File: src/rtl/denorm_pkg.sv
// Shared types and constants for the denormalization pipeline.
package denorm_pkg;

    localparam int PIX_W   = 8;
    localparam int PIX_MAX = 255;
    localparam int SCALE_W = 16;
    localparam int OFF_W   = 10;
    localparam int CLIP_W  = 16;

    // Configuration update sequencer states.
    typedef enum logic [1:0] {
        ST_RUN   = 2'd0,
        ST_DRAIN = 2'd1,
        ST_APPLY = 2'd2
    } cfg_state_e;

    // Scale value that maps a normalized sample onto itself (1.0 in the given Q format).
    function automatic logic [SCALE_W-1:0] identity_scale(input int frac_bits);
        return SCALE_W'(1) << frac_bits;
    endfunction

endpackage

File: src/rtl/denorm_round_sat.sv
// Combinational back end: round the scaled product, add the offset and clamp to a pixel.
module denorm_round_sat
    import denorm_pkg::*;
#(
    parameter int PROD_W    = 33,
    parameter int FRAC_BITS = 14
) (
    input  logic signed [PROD_W-1:0] prod_i,
    input  logic signed [OFF_W-1:0]  offset_i,
    output logic        [PIX_W-1:0]  pixel_o,
    output logic                     clip_o
);

    // Two guard bits keep the rounding add and the offset add from overflowing.
    localparam int SW = PROD_W + 2;
    localparam logic signed [SW-1:0] HALF  = SW'(1) << (FRAC_BITS - 1);
    localparam logic signed [SW-1:0] MAX_S = SW'(PIX_MAX);

    logic signed [SW-1:0] prod_ext;
    logic signed [SW-1:0] off_ext;
    logic signed [SW-1:0] rounded;
    logic signed [SW-1:0] sum;

    // Round half up (add half LSB, arithmetic shift), offset, then clamp to 0..PIX_MAX.
    always_comb begin
        // NOTE: every output of a combinational block gets a default first, so no path can leave it unassigned and infer a latch.
        pixel_o  = '0;
        clip_o   = 1'b0;
        prod_ext = {{2{prod_i[PROD_W-1]}}, prod_i};
        off_ext  = {{(SW-OFF_W){offset_i[OFF_W-1]}}, offset_i};
        rounded  = (prod_ext + HALF) >>> FRAC_BITS;
        sum      = rounded + off_ext;
        if (sum[SW-1]) begin
            clip_o = 1'b1;
        end else if (sum > MAX_S) begin
            pixel_o = PIX_W'(PIX_MAX);
            clip_o  = 1'b1;
        end else begin
            pixel_o = sum[PIX_W-1:0];
        end
    end

endmodule

File: src/rtl/denormalization.sv
// Three-stage denormalizer: normalized fixed-point samples back to 8-bit pixels,
// with valid/ready flow control, frame-last marking, clip counting and safe config updates.
module denormalization
    import denorm_pkg::*;
#(
    parameter int NORM_WIDTH   = 15,
    parameter int FRAC_BITS    = 14,
    parameter int FRAME_PIXELS = 1024
) (
    input  logic                       clk,
    input  logic                       reset,
    input  logic                       in_valid,
    output logic                       in_ready,
    input  logic signed [NORM_WIDTH:0] in_data,
    output logic                       out_valid,
    input  logic                       out_ready,
    output logic        [PIX_W-1:0]    out_pixel,
    output logic                       out_last,
    input  logic                       cfg_load,
    input  logic        [SCALE_W-1:0]  cfg_scale,
    input  logic signed [OFF_W-1:0]    cfg_offset,
    output logic                       cfg_busy,
    output logic        [CLIP_W-1:0]   clip_cnt,
    input  logic                       clip_clr
);

    localparam int IN_W   = NORM_WIDTH + 1;
    localparam int PROD_W = NORM_WIDTH + 18;
    localparam int CNT_W  = (FRAME_PIXELS > 1) ? $clog2(FRAME_PIXELS) : 1;
    localparam logic [CNT_W-1:0]   LAST_IDX = CNT_W'(FRAME_PIXELS - 1);
    localparam logic [SCALE_W-1:0] SCALE_ID = identity_scale(FRAC_BITS);

    cfg_state_e state_q, state_d;

    logic                     s1_valid_q, s2_valid_q, s3_valid_q;
    logic signed [IN_W-1:0]   s1_data_q;
    logic signed [PROD_W-1:0] s2_prod_q;
    logic        [PIX_W-1:0]  s3_pixel_q;
    logic                     s3_clip_q;

    logic        [SCALE_W-1:0] scale_q, shadow_scale_q;
    logic signed [OFF_W-1:0]   offset_q, shadow_offset_q;
    logic        [CNT_W-1:0]   frame_cnt_q;
    logic        [CLIP_W-1:0]  clip_cnt_q;

    logic s1_en, s2_en, s3_en, in_fire, out_fire, pipe_empty;
    logic signed [PROD_W-1:0] mult_a, mult_b, mult;
    logic        [PIX_W-1:0]  rs_pixel;
    logic                     rs_clip;

    // A stage may load when it is empty or its contents move on this cycle.
    assign s3_en      = !s3_valid_q || out_ready;
    assign s2_en      = !s2_valid_q || s3_en;
    assign s1_en      = !s1_valid_q || s2_en;
    assign pipe_empty = !(s1_valid_q || s2_valid_q || s3_valid_q);

    // Gating with reset holds in_ready low while reset is asserted.
    assign in_ready = reset && (state_q == ST_RUN) && s1_en;
    assign in_fire  = in_valid && in_ready;
    assign out_fire = s3_valid_q && out_ready;

    assign out_valid = s3_valid_q;
    assign out_pixel = s3_pixel_q;
    assign out_last  = s3_valid_q && (frame_cnt_q == LAST_IDX);
    assign cfg_busy  = (state_q != ST_RUN);
    assign clip_cnt  = clip_cnt_q;

    // Sample sign-extended, scale zero-extended, so the product is a plain signed multiply.
    assign mult_a = {{(PROD_W-IN_W){s1_data_q[IN_W-1]}}, s1_data_q};
    assign mult_b = {{(PROD_W-SCALE_W){1'b0}}, scale_q};
    assign mult   = mult_a * mult_b;

    denorm_round_sat #(
        .PROD_W    (PROD_W),
        .FRAC_BITS (FRAC_BITS)
    ) u_round_sat (
        .prod_i   (s2_prod_q),
        .offset_i (offset_q),
        .pixel_o  (rs_pixel),
        .clip_o   (rs_clip)
    );

    // Pipeline registers: S1 input, S2 product, S3 clamped pixel and clip flag.
    always_ff @(posedge clk or negedge reset) begin
        if (!reset) begin
            // NOTE: the data registers are reset as well because out_pixel must read 0 after reset.
            s1_valid_q <= 1'b0;
            s2_valid_q <= 1'b0;
            s3_valid_q <= 1'b0;
            s1_data_q  <= '0;
            s2_prod_q  <= '0;
            s3_pixel_q <= '0;
            s3_clip_q  <= 1'b0;
        end else begin
            // NOTE: sequential state uses non-blocking assignments so every stage sees last cycle's values.
            if (s1_en) begin
                s1_valid_q <= in_fire;
                if (in_fire) s1_data_q <= in_data;
            end
            if (s2_en) begin
                s2_valid_q <= s1_valid_q;
                if (s1_valid_q) s2_prod_q <= mult;
            end
            if (s3_en) begin
                s3_valid_q <= s2_valid_q;
                if (s2_valid_q) begin
                    s3_pixel_q <= rs_pixel;
                    s3_clip_q  <= rs_clip;
                end
            end
        end
    end

    // Config sequencer next state: drain the pipe before swapping scale/offset.
    always_comb begin
        state_d = state_q;
        unique case (state_q)
            ST_RUN:   if (cfg_load)   state_d = ST_DRAIN;
            ST_DRAIN: if (pipe_empty) state_d = ST_APPLY;
            ST_APPLY: state_d = ST_RUN;
            default:  state_d = ST_RUN;
        endcase
    end

    // Config state register, shadow capture and active-value update.
    always_ff @(posedge clk or negedge reset) begin
        if (!reset) begin
            state_q         <= ST_RUN;
            scale_q         <= SCALE_ID;
            offset_q        <= '0;
            shadow_scale_q  <= SCALE_ID;
            shadow_offset_q <= '0;
        end else begin
            state_q <= state_d;
            if (cfg_load) begin
                shadow_scale_q  <= cfg_scale;
                shadow_offset_q <= cfg_offset;
            end
            // A load arriving during APPLY is newest, so it goes straight to the active set.
            if (state_q == ST_APPLY) begin
                scale_q  <= cfg_load ? cfg_scale  : shadow_scale_q;
                offset_q <= cfg_load ? cfg_offset : shadow_offset_q;
            end
        end
    end

    // Frame position and saturating clip count, both advanced on the output handshake.
    always_ff @(posedge clk or negedge reset) begin
        if (!reset) begin
            frame_cnt_q <= '0;
            clip_cnt_q  <= '0;
        end else begin
            if (out_fire) begin
                frame_cnt_q <= (frame_cnt_q == LAST_IDX) ? '0 : frame_cnt_q + 1'b1;
            end
            if (clip_clr) begin
                clip_cnt_q <= '0;
            end else if (out_fire && s3_clip_q && (clip_cnt_q != '1)) begin
                clip_cnt_q <= clip_cnt_q + 1'b1;
            end
        end
    end

endmodule
File: config.mk
export PLATFORM = sky130hd
export DESIGN_NAME = denormalization
export DESIGN_NICKNAME = d
export VERILOG_FILES = /design/src/rtl/denorm_pkg.sv /design/src/rtl/denorm_round_sat.sv /design/src/rtl/denormalization.sv
export SDC_FILE = /design/constraint.sdc
export NUM_CORES = 1
export LEC_CHECK = 0
export CAP_MARGIN = 0
export CORE_MARGIN = 1
export CORE_UTILIZATION = 40
export DETAILED_ROUTE_END_ITERATION = 8
export SLEW_MARGIN = 40
export SYNTH_ARGS = -nofsm -noshare
export SYNTH_HDL_FRONTEND = slang
export SYNTH_SLANG_ARGS = --single-unit
File: constraint.sdc
create_clock -name clk -period 7 [get_ports clk]
set_input_delay 0.7 -clock clk [delete_from_list [all_inputs] [get_ports clk]]
set_output_delay 0.7 -clock clk [all_outputs]
set_load 0.005 [all_outputs]
==> out/qor.txt, run 1 <==
Reg2Reg Depth -> 19
Async set-reset flop share out of synthesis -> 1.00
Multiplexer area fraction after synthesis -> 0.0546
H-tree Lvls -> 4
Die area -> 0.0377 mm²
Skew final -> 0.0209 ns
Mapped Area -> 0.0148 mm²
Mapped Cells -> 1519
Kind of critical path -> flop to flop
RSZ-0062 raised after global routing -> no
R2R Setup Slk -> 0.41 ns
Vias -> 10700
DP HPWL -> 27.6 mm
Area Overhead vs Synth -> 12.8%
Initial antenna violation count -> 0
Die X -> 194 µm
Share of layout cells above drive strength 1 -> 0.0816
Final setup TNS -> 0 ns
Clock sinks -> 128
RR Endpoint -> s2_prod_q[31]
Tcrit/Tclk final -> 0.942
Worst Setup SP -> s1_data_q[15]
Largest net degree at the start of global routing -> 68
Outcome -> finished, final reports clean
Synth cell types -> 65
Syn nets -> 1903
Number of flops mapped to enable cells by yosys -> 0
Worst setup endpoint -> s2_prod_q[31]
Synth Register Bits -> 128
All-Layer GR Usage -> 0.197
FP Rows -> 69
GPL Wtd Cong -> 0.879
Max-slew headroom -> 0.500
Worst Tran Pin Value -> 0.750 ns
Fin. Hold Viols -> 0
CTS clk-pin slew, worst paths -> 0.07 ns
Crit path DAT -> 6.89 ns
Largest family of logic cells by synthesized area -> adder cells
Final setup violation count -> 0
ANT cells -> 0
Post-synthesis sequential area ratio -> 0.217
Overall routed net length -> 35.0 mm
DR vias/cell -> 5.21
Crit end category -> flop
ANT nets after route -> 0
Setup bufs post-CTS -> 0
CTS Hold Buffers Added -> 0
XOR/XNOR Fraction of Synth Area -> 0.0409
Peak Freq -> 0.152 GHz
Min Tclk post-route -> 6.59 ns
Ports -> 76
1st-iter DRT viols -> 651
Initial cell density of the core -> 0.411
Ys flop type -> dfrtp_1
DR pass1 iterations -> 6
Placed Instances -> 2024
Clock buffer depth -> 2
Core area -> 0.0359 mm²
Worst reg2reg startpoint -> s1_data_q[15]
MaxCap Viol Count -> 0
Vias in the first global route -> 11300
Total CTS buffers -> 17
Simple-Gate Fraction of Synth Area -> 0.160
HP Class -> primary input to async pin
Syn_area_per_cell -> 9.71 µm²
Critical path launch point type -> flop
Crit-path max FO -> 10
DRC -> 0
I/O Buffers -> 75
Fin cells -> 2055
Vert. Die Dim -> 194 µm
Root buffer cell -> clkbuf_16
CTS tree -> done
GRT Residual Overflow -> 0
Post-synthesis adder-cell area fraction -> 0.384
# nets final -> 1966
Clk Latency, worst-skew pair -> 0.43 ns
Synth warn -> 0
PostCTS Resize Cnt -> 0
Synth Area in Compound Gates -> 0.0721
Max Slew Vio Count -> 0
WL/cell -> 17.0 µm
CP required -> 7.30 ns
First-pass GRT wire length -> 58.8 mm
cell usage after synthesis (3+ instances only):
cell type / number / area (µm²)
and4_1: 4 / 35.0
ha_1: 142 / 1780
inv_1: 231 / 867
a21o_1: 21 / 158
and2_1: 117 / 732
o21ai_0: 21 / 105
a211o_1: 3 / 26.3
nand2_1: 189 / 709
mux2i_1: 4 / 40.0
xnor2_1: 40 / 350
fa_1: 194 / 3880
nor3b_1: 3 / 22.5
nor2b_1: 6 / 37.5
a21oi_1: 31 / 155
a31o_1: 3 / 26.3
a221o_1: 4 / 40.0
a211oi_1: 11 / 82.6
nand2b_1: 14 / 87.6
o211ai_1: 4 / 30.0
dfrtp_1: 126 / 3150
o21bai_1: 3 / 22.5
xor2_1: 27 / 236
nor3_1: 15 / 75.1
o21ai_1: 16 / 80.1
nand4_1: 16 / 100
nand3_1: 21 / 105
o21a_1: 5 / 37.5
and3_1: 17 / 106
or3_1: 7 / 43.8
clkbuf_1: 46 / 173
nor2_1: 57 / 214
a31oi_1: 15 / 93.8
mux2_2: 67 / 754
area by class of cell:
type	count	area, µm²
inverters	232	871
fillers	3418	19300
clock inverters	12	156
repair buffers	92	883
well taps	461	577
flip-flops and latches	128	3210
multi-input cells	1111	10500
clock buffers	19	443
layout by cell type (no fill, tap or decap), drive strengths merged, types with 5 or more instances in the layout:
master | synthesis | layout
ha | 142 | 142
nand3 | 21 | 21
dfrtp | 126 | 126
nor2 | 57 | 57
and2 | 118 | 118
nand4 | 16 | 16
nor2b | 6 | 6
o21a | 5 | 5
a31oi | 15 | 15
xnor2 | 40 | 40
clkinv | 0 | 5
nand2 | 189 | 189
clkbuf | 46 | 19
a211oi | 11 | 11
buf | 2 | 18
xor2 | 28 | 28
fa | 194 | 194
a21o | 22 | 22
a21oi | 31 | 31
o21ai | 37 | 37
and3 | 18 | 18
nor3 | 15 | 15
inv | 232 | 235
nand2b | 14 | 14
or3 | 7 | 7
mux2 | 68 | 68
clkdlybuf4s50 | 0 | 74
registers in the layout, summed over array words and instances (netlist names):
name / count
out_pixel: 8
clip_cnt: 16
s1_valid_q: 1
s1_data_q: 16
scale_q: 16
s2_valid_q: 1
shadow_offset_q: 10
offset_q: 10
s3_clip_q: 1
state_q: 2
shadow_scale_q: 16
s2_prod_q: 20
frame_cnt_q: 10
out_valid: 1
logic make-up after synthesis:
| family | after synthesis |
|---|---|
| XOR/XNOR | 68 |
| multiplexers | 72 |
| adder cells (fa/ha/maj) | 336 |
| flip-flops | 128 |
| AND/OR/NAND/NOR | 476 |
| AO/OA/AOI/OAI | 159 |
| buffers and inverters | 280 |
per-layer routing:
layer / wire length [µm] / part of all wire / global-route usage
met1: 16200 / 0.46 / 0.267
met2: 17000 / 0.49 / 0.327
met3: 1190 / 0.034 / 0.0289
met5: 0 / 0 / 0
met4: 658 / 0.019 / 0.0523
worst min-delay path by stage:
stage	startpoint	end	slack, ns	depth (start not counted)
2_1_floorplan	reset	clip_cnt[0]	0.40	0
3_3_place_gp	state_q[1]	state_q[0]	0.46	1
3_5_place_dp	state_q[1]	state_q[0]	0.47	1
4_1_cts	reset	clip_cnt[8]	0.27	1
5_1_grt	reset	clip_cnt[1]	0.29	1
6_report	reset	clip_cnt[8]	0.26	1
through the flow:
stage | setup slack [ns] | cell area, µm² | hold WS (ns) | utilization
2_1_floorplan | 0.874 | 14800 | 0.404 | -
6_report | 0.407 | 16600 | 0.255 | 0.463
5_1_grt | 0.137 | 16600 | 0.292 | 0.463
4_1_cts | 0.264 | 16600 | 0.271 | 0.463
3_3_place_gp | 0.480 | 16000 | 0.462 | 0.446
3_5_place_dp | 0.293 | 16000 | 0.470 | 0.447
critical path: stages (launching register included):
cell       delay, ns
dfrtp_1         0.65
inv_2           0.25
nor2_1          0.21
fa_1            0.45
fa_1            0.52
fa_1            0.52
fa_1            0.55
fa_1            0.55
inv_1           0.06
fa_1            0.53
inv_1           0.04
ha_1            0.32
a21o_1          0.17
a21oi_1         0.15
o21ai_1         0.12
a21o_1          0.18
a211o_1         0.32
a2111oi_1       0.59
or4_1           0.21
nand3_1         0.07
Power of run 1 is left out: the tool's default activity adds up to more than one toggle a clock period on the data nets, which glitch-free logic cannot reach.
==> run 2: changes to the inputs <==
==> constraint.sdc (replaced) <==
create_clock -name clk -period 7.85 [get_ports clk]
set_input_delay 0.785 -clock clk [delete_from_list [all_inputs] [get_ports clk]]
set_output_delay 0.785 -clock clk [all_outputs]
set_load 0.005 [all_outputs]
==> run 2 against run 1 <==
Compared with the run above:
- hold slack gained 0.13 ns
- cell count shrank 0.58%
- clock skew is 0.0032 ns lower
- worst setup slack better by 0.82 ns
- via count down 1.1%
- critical endpoint is now s2_prod_q[32]
- largest cell class unchanged
==> out/qor.txt, run 2 (synthesis gave the netlist of run 1 again) <==
Max-slew headroom -> 0.471 (-0.0289)
Skew final -> 0.0177 ns (-0.00317 ns)
Crit-path max FO -> 10 (unchanged)
Die X -> 194 µm (unchanged)
Share of layout cells above drive strength 1 -> 0.0740 (-0.00760)
Final setup violation count -> 0 (unchanged)
Kind of critical path -> flop to flop
# nets final -> 1953 (-0.66%)
Largest net degree at the start of global routing -> 84 (+24%)
CTS clk-pin slew, worst paths -> 0.06 ns (about the same)
Worst Tran Pin Value -> 0.793 ns (+0.0433 ns)
Worst reg2reg startpoint -> s1_data_q[15]
Met2 Use GR -> 0.320 (-0.00706)
1st-iter DRT viols -> 464 (-29%)
Most common cell after layout, fill and taps aside -> inv_1
RR Endpoint -> s2_prod_q[32]
Critical path launch point type -> flop
Crit path DAT -> 6.92 ns (+0.03 ns)
Root buffer cell -> clkbuf_16
GRT met3 Usage -> 0.0263 (-0.00261)
Clk Latency, worst-skew pair -> 0.44 ns (about the same)
First-pass GRT wire length -> 57.3 mm (-2.5%)
Clock buffer depth -> 2 (unchanged)
Commonest non-fill, non-tap cells in the layout -> 231 x inv_1, 194 x fa_1, 188 x nand2_1
Min Tclk post-route -> 6.62 ns (+0.0298 ns)
Outcome -> finished, final reports clean
WL/cell -> 16.4 µm (-3.5%)
RSZ-0062 raised after global routing -> no
Final setup TNS -> 0 ns (unchanged)
R2R Setup Slk -> 1.23 ns (+0.82 ns)
DR pass1 iterations -> 5 (-1)
FP Rows -> 69 (unchanged)
Vert. Die Dim -> 194 µm (unchanged)
Vias in the first global route -> 11400 (+0.71%)
Initial antenna violation count -> 0 (unchanged)
Core area -> 0.0359 mm² (unchanged)
Max reg flops -> 20 (unchanged)
Area Overhead vs Synth -> 11.8%
Overall routed net length -> 33.6 mm (-4.0%)
Crit end category -> flop
Initial cell density of the core -> 0.411 (unchanged)
Reg2Reg Depth -> 19 (unchanged)
Total CTS buffers -> 17 (unchanged)
Vias -> 10600 (-1.1%)
Reg with most FFs -> s2_prod_q
M1 GR Usage -> 0.252 (-0.0153)
DP HPWL -> 26.3 mm (-4.9%)
DRC -> 0 (unchanged)
ANT nets after route -> 0 (unchanged)
CP required -> 8.15 ns (+0.85 ns)
Fin. Hold Viols -> 0 (unchanged)
Ports -> 76 (unchanged)
Max Slew Vio Count -> 0 (unchanged)
Clock sinks -> 128 (unchanged)
Peak Freq -> 0.151 GHz (-0.45%)
PostCTS Resize Cnt -> 0 (unchanged)
DR vias/cell -> 5.18 (-0.51%)
H-tree Lvls -> 4 (unchanged)
I/O Buffers -> 75 (unchanged)
Setup bufs post-CTS -> 0 (unchanged)
Busiest grt layer -> met2
CTS Hold Buffers Added -> 0 (unchanged)
Tcrit/Tclk final -> 0.844 (-0.0982)
GPL Wtd Cong -> 0.865 (-1.6%)
All-Layer GR Usage -> 0.189 (-0.00729)
CTS tree -> done
ANT cells -> 0 (unchanged)
GRT Residual Overflow -> 0 (unchanged)
Die area -> 0.0377 mm² (unchanged)
HP Class -> primary input to async pin
MaxCap Viol Count -> 0 (unchanged)
-- run 2: cell count changes in the layout (fill, tap and decap cells not counted), sizes merged --
cell / before / now
clkbuf: 19 / 20
bufinv: 3 / 1
clkinv: 5 / 6
buf: 18 / 4
clkinvlp: 1 / 3
-- run 2: worst max path at each step --
| stage | start | end | cells after the start |
|---|---|---|---|
| finish | s1_data_q[15] | s2_prod_q[32] | 19 |
| global route | s1_data_q[15] | s2_prod_q[32] | 19 |
| CTS | s1_data_q[15] | s2_prod_q[32] | 19 |
| detailed placement | s1_data_q[15] | s2_prod_q[32] | 19 |
| global placement | s1_data_q[15] | s2_prod_q[32] | 19 |
| floorplan | s1_data_q[9] | s2_prod_q[32] | 21 |
-- run 2: metal layers --
layer | routed length [µm] | vias up | part of all wire
met2 | 16400 | 195 | 0.49
li1 | - | 4988 | -
met3 | 1100 | 46 | 0.033
met4 | 689 | 0 | 0.021
met5 | 0 | - | 0
met1 | 15400 | 5359 | 0.46
-- run 2: final cells by class --
type | count | area (µm²)
Fill cell | 3430 | 19400
Timing Repair Buffer | 79 | 785
Tap cell | 461 | 577
Sequential cell | 128 | 3210
Inverter | 232 | 871
Clock buffer | 19 | 433
Multi-Input combinational cell | 1111 | 10500
Clock inverter | 13 | 113
-- run 2: through the flow --
step	cell area, µm²	utilization	hold slack [ns]	instances	worst slack, ns
after floorplan	14800	-	0.442	1519	1.72
after global placement	15900	0.444	0.462	2011	1.25
after detailed placement	15900	0.444	0.464	2011	1.12
after CTS	16500	0.459	0.438	2043	1.08
after global routing	16500	0.459	0.439	2043	0.836
final	16500	0.459	0.385	2043	1.23
-- run 2: worst max-delay path: stages, from the launching register on --
cell	delay (ns)
dfrtp_1	0.66
inv_2	0.25
nor2_1	0.21
fa_1	0.46
fa_1	0.52
fa_1	0.53
fa_1	0.55
fa_1	0.55
inv_1	0.05
fa_1	0.53
inv_1	0.04
ha_1	0.33
a21o_1	0.17
a21oi_1	0.15
o21ai_1	0.13
a21o_1	0.19
a211o_1	0.32
a2111oi_1	0.57
or3_1	0.21
nand3_1	0.07
Power of run 2 is left out for the same reason.
==> run 3: changes to the inputs <==
==> constraint.sdc (replaced) <==
create_clock -name clk -period 6.5 [get_ports clk]
set_input_delay 0.65 -clock clk [delete_from_list [all_inputs] [get_ports clk]]
set_output_delay 0.65 -clock clk [all_outputs]
set_load 0.005 [all_outputs]
==> run 3 against run 2 <==
Compared with the run above:
- hold slack lost 0.11 ns
- clock skew is 0.0069 ns higher
- sequential share of layout area fell by 0.35 points
- fmax rose by 6.9%
- die area is the same
- sequential cell count did not move
- worst setup slack worse by 0.93 ns
- critical path depth is 2 higher
- via count is 1.5% higher
- first-iteration DRC count grew 15%
- non-clock buffer count is 40 higher
- core utilization increased by 0.97 points
- critical endpoint unchanged
==> out/qor.txt, run 3 (synthesis gave the netlist of run 1 again) <==
Crit path DAT -> 6.49 ns (-0.43 ns)
Ports -> 76 (unchanged)
Die X -> 194 µm (unchanged)
First-pass GRT wire length -> 57.7 mm (+0.69%)
Clock sinks -> 128 (unchanged)
Vias -> 10800 (+1.5%)
GRT Residual Overflow -> 0 (unchanged)
Vias in the first global route -> 11200 (-1.8%)
Skew final -> 0.0246 ns (+0.00692 ns)
H-tree Lvls -> 4 (unchanged)
CTS tree -> done
Fin cells -> 2083 (+2.0%)
Reg2Reg Depth -> 21 (+2)
CP required -> 6.80 ns (-1.35 ns)
DRC -> 0 (unchanged)
Crit-path max FO -> 10 (unchanged)
GPL Wtd Cong -> 0.892 (+3.1%)
Die area -> 0.0377 mm² (unchanged)
DP HPWL -> 27.8 mm (+6.1%)
Final setup violation count -> 0 (unchanged)
1st-iter DRT viols -> 533 (+15%)
DR pass1 iterations -> 4 (-1)
Worst reg2reg startpoint -> scale_q[11]
DR vias/cell -> 5.16 (-0.40%)
Share of layout cells above drive strength 1 -> 0.103 (+0.0290)
Commonest non-fill, non-tap cells in the layout -> 231 x inv_1, 194 x fa_1, 188 x nand2_1
Vert. Die Dim -> 194 µm (unchanged)
Max Slew Vio Count -> 0 (unchanged)
ANT cells -> 0 (unchanged)
Wire length on met2 -> 16.7 mm (+2.0%)
All-Layer GR Usage -> 0.193 (+0.00386)
Core area -> 0.0359 mm² (unchanged)
R2R Setup Slk -> 0.30 ns (-0.93 ns)
Total CTS buffers -> 17 (unchanged)
Met3 wire length -> 1.36 mm (+23%)
Kind of critical path -> flop to flop
# fillers -> 3375 (-1.6%)
Max reg flops -> 20 (unchanged)
Outcome -> finished, final reports clean
Crit end category -> flop
Initial cell density of the core -> 0.411 (unchanged)
Final setup TNS -> 0 ns (unchanged)
FP Rows -> 69 (unchanged)
M1 WL -> 16.2 mm (+4.7%)
Peak Freq -> 0.161 GHz (+6.9%)
Root buffer cell -> clkbuf_16
Overall routed net length -> 34.8 mm (+3.5%)
Reg with most FFs -> s2_prod_q
# nets final -> 1993 (+2.0%)
ANT nets after route -> 0 (unchanged)
Area Overhead vs Synth -> 14.2%
Tcrit/Tclk final -> 0.953 (+0.110)
WL/cell -> 16.7 µm (+1.5%)
Worst setup endpoint -> s2_prod_q[32]
RR Endpoint -> s2_prod_q[32]
CTS clk-pin slew, worst paths -> 0.07 ns (about the same)
Min Tclk post-route -> 6.20 ns (-0.425 ns)
Worst hold slack -> 0.272 ns (-0.113 ns)
Uppermost layer routed -> met4
Initial antenna violation count -> 0 (unchanged)
Worst Tran Pin Value -> 0.754 ns (-0.0389 ns)
RSZ-0062 raised after global routing -> no
MaxCap Viol Count -> 0 (unchanged)
Placed Instances -> 2051 (+2.0%)
I/O Buffers -> 75 (unchanged)
Most common cell after layout, fill and taps aside -> inv_1
Fin. Hold Viols -> 0 (unchanged)
Clk Latency, worst-skew pair -> 0.44 ns (about the same)
Critical path launch point type -> flop
Max-slew headroom -> 0.497 (+0.0260)
HP Class -> primary input to async pin
Worst Setup SP -> scale_q[11]
Clock buffer depth -> 2 (unchanged)
Largest net degree at the start of global routing -> 85 (+1.2%)
[run 3: cell types whose count changed in the layout (fill, tap and decap cells not counted), sizes merged]
cell,previous run,this run
buf,4,44
inv,235,239
clkinv,6,3
clkbuf,20,19
[run 3: timing repair]
action	CTS	global route
buffers inserted	0	0
hold buffers	0	0
resized for setup	0	7
endpoints found under the setup margin	0	2
[run 3: routing by layer]
layer / track usage / vias to the layer above
li1: - / 5077
met1: 0.268 / 5429
met2: 0.317 / 213
met3: 0.0297 / 33
met4: 0.0444 / 0
met5: 0 / -
[run 3: final cells by class]
type | count | area (µm²) | share of cell area
timing repair buffer | 119 | 1080 | 0.0644
multi-input combinational | 1111 | 10500 | 0.624
clock inverter | 14 | 145 | 0.00862
tap | 461 | 577 | 0.0342
clock buffer | 18 | 439 | 0.0261
inverter | 232 | 871 | 0.0517
sequential | 128 | 3210 | 0.191
[run 3: how the worst min path moves through the flow]
stage,from,to,slack [ns],cells past startpoint
after floorplan,reset,clip_cnt[0],0.35,0
after global placement,state_q[1],state_q[0],0.46,1
after CTS,reset,clip_cnt[9],0.30,1
after detailed placement,state_q[1],state_q[0],0.48,1
after global routing,reset,clip_cnt[11],0.31,1
final,reset,clip_cnt[11],0.27,1
[run 3: metrics by stage]
step	utilization	area (µm²)	worst slack (ns)
4_1_cts	0.469	16800	0.237
5_1_grt	0.469	16800	0.0275
2_1_floorplan	-	14800	0.374
6_report	0.469	16800	0.302
3_5_place_dp	0.452	16200	0.276
3_3_place_gp	0.452	16200	0.314
[run 3: critical path, stage by stage (launching register included)]
cell	delay, ns
dfrtp_1	0.43
buf_4	0.21
and2_1	0.19
fa_1	0.54
inv_1	0.06
fa_1	0.49
fa_1	0.51
inv_1	0.05
fa_1	0.49
fa_1	0.54
inv_1	0.05
fa_1	0.53
inv_1	0.04
ha_1	0.40
a21oi_1	0.18
o21ai_1	0.13
a21o_1	0.18
a211o_1	0.31
a2111oi_0	0.37
buf_4	0.19
or3_1	0.09
nand3_1	0.06
Power of run 3 is left out for the same reason.
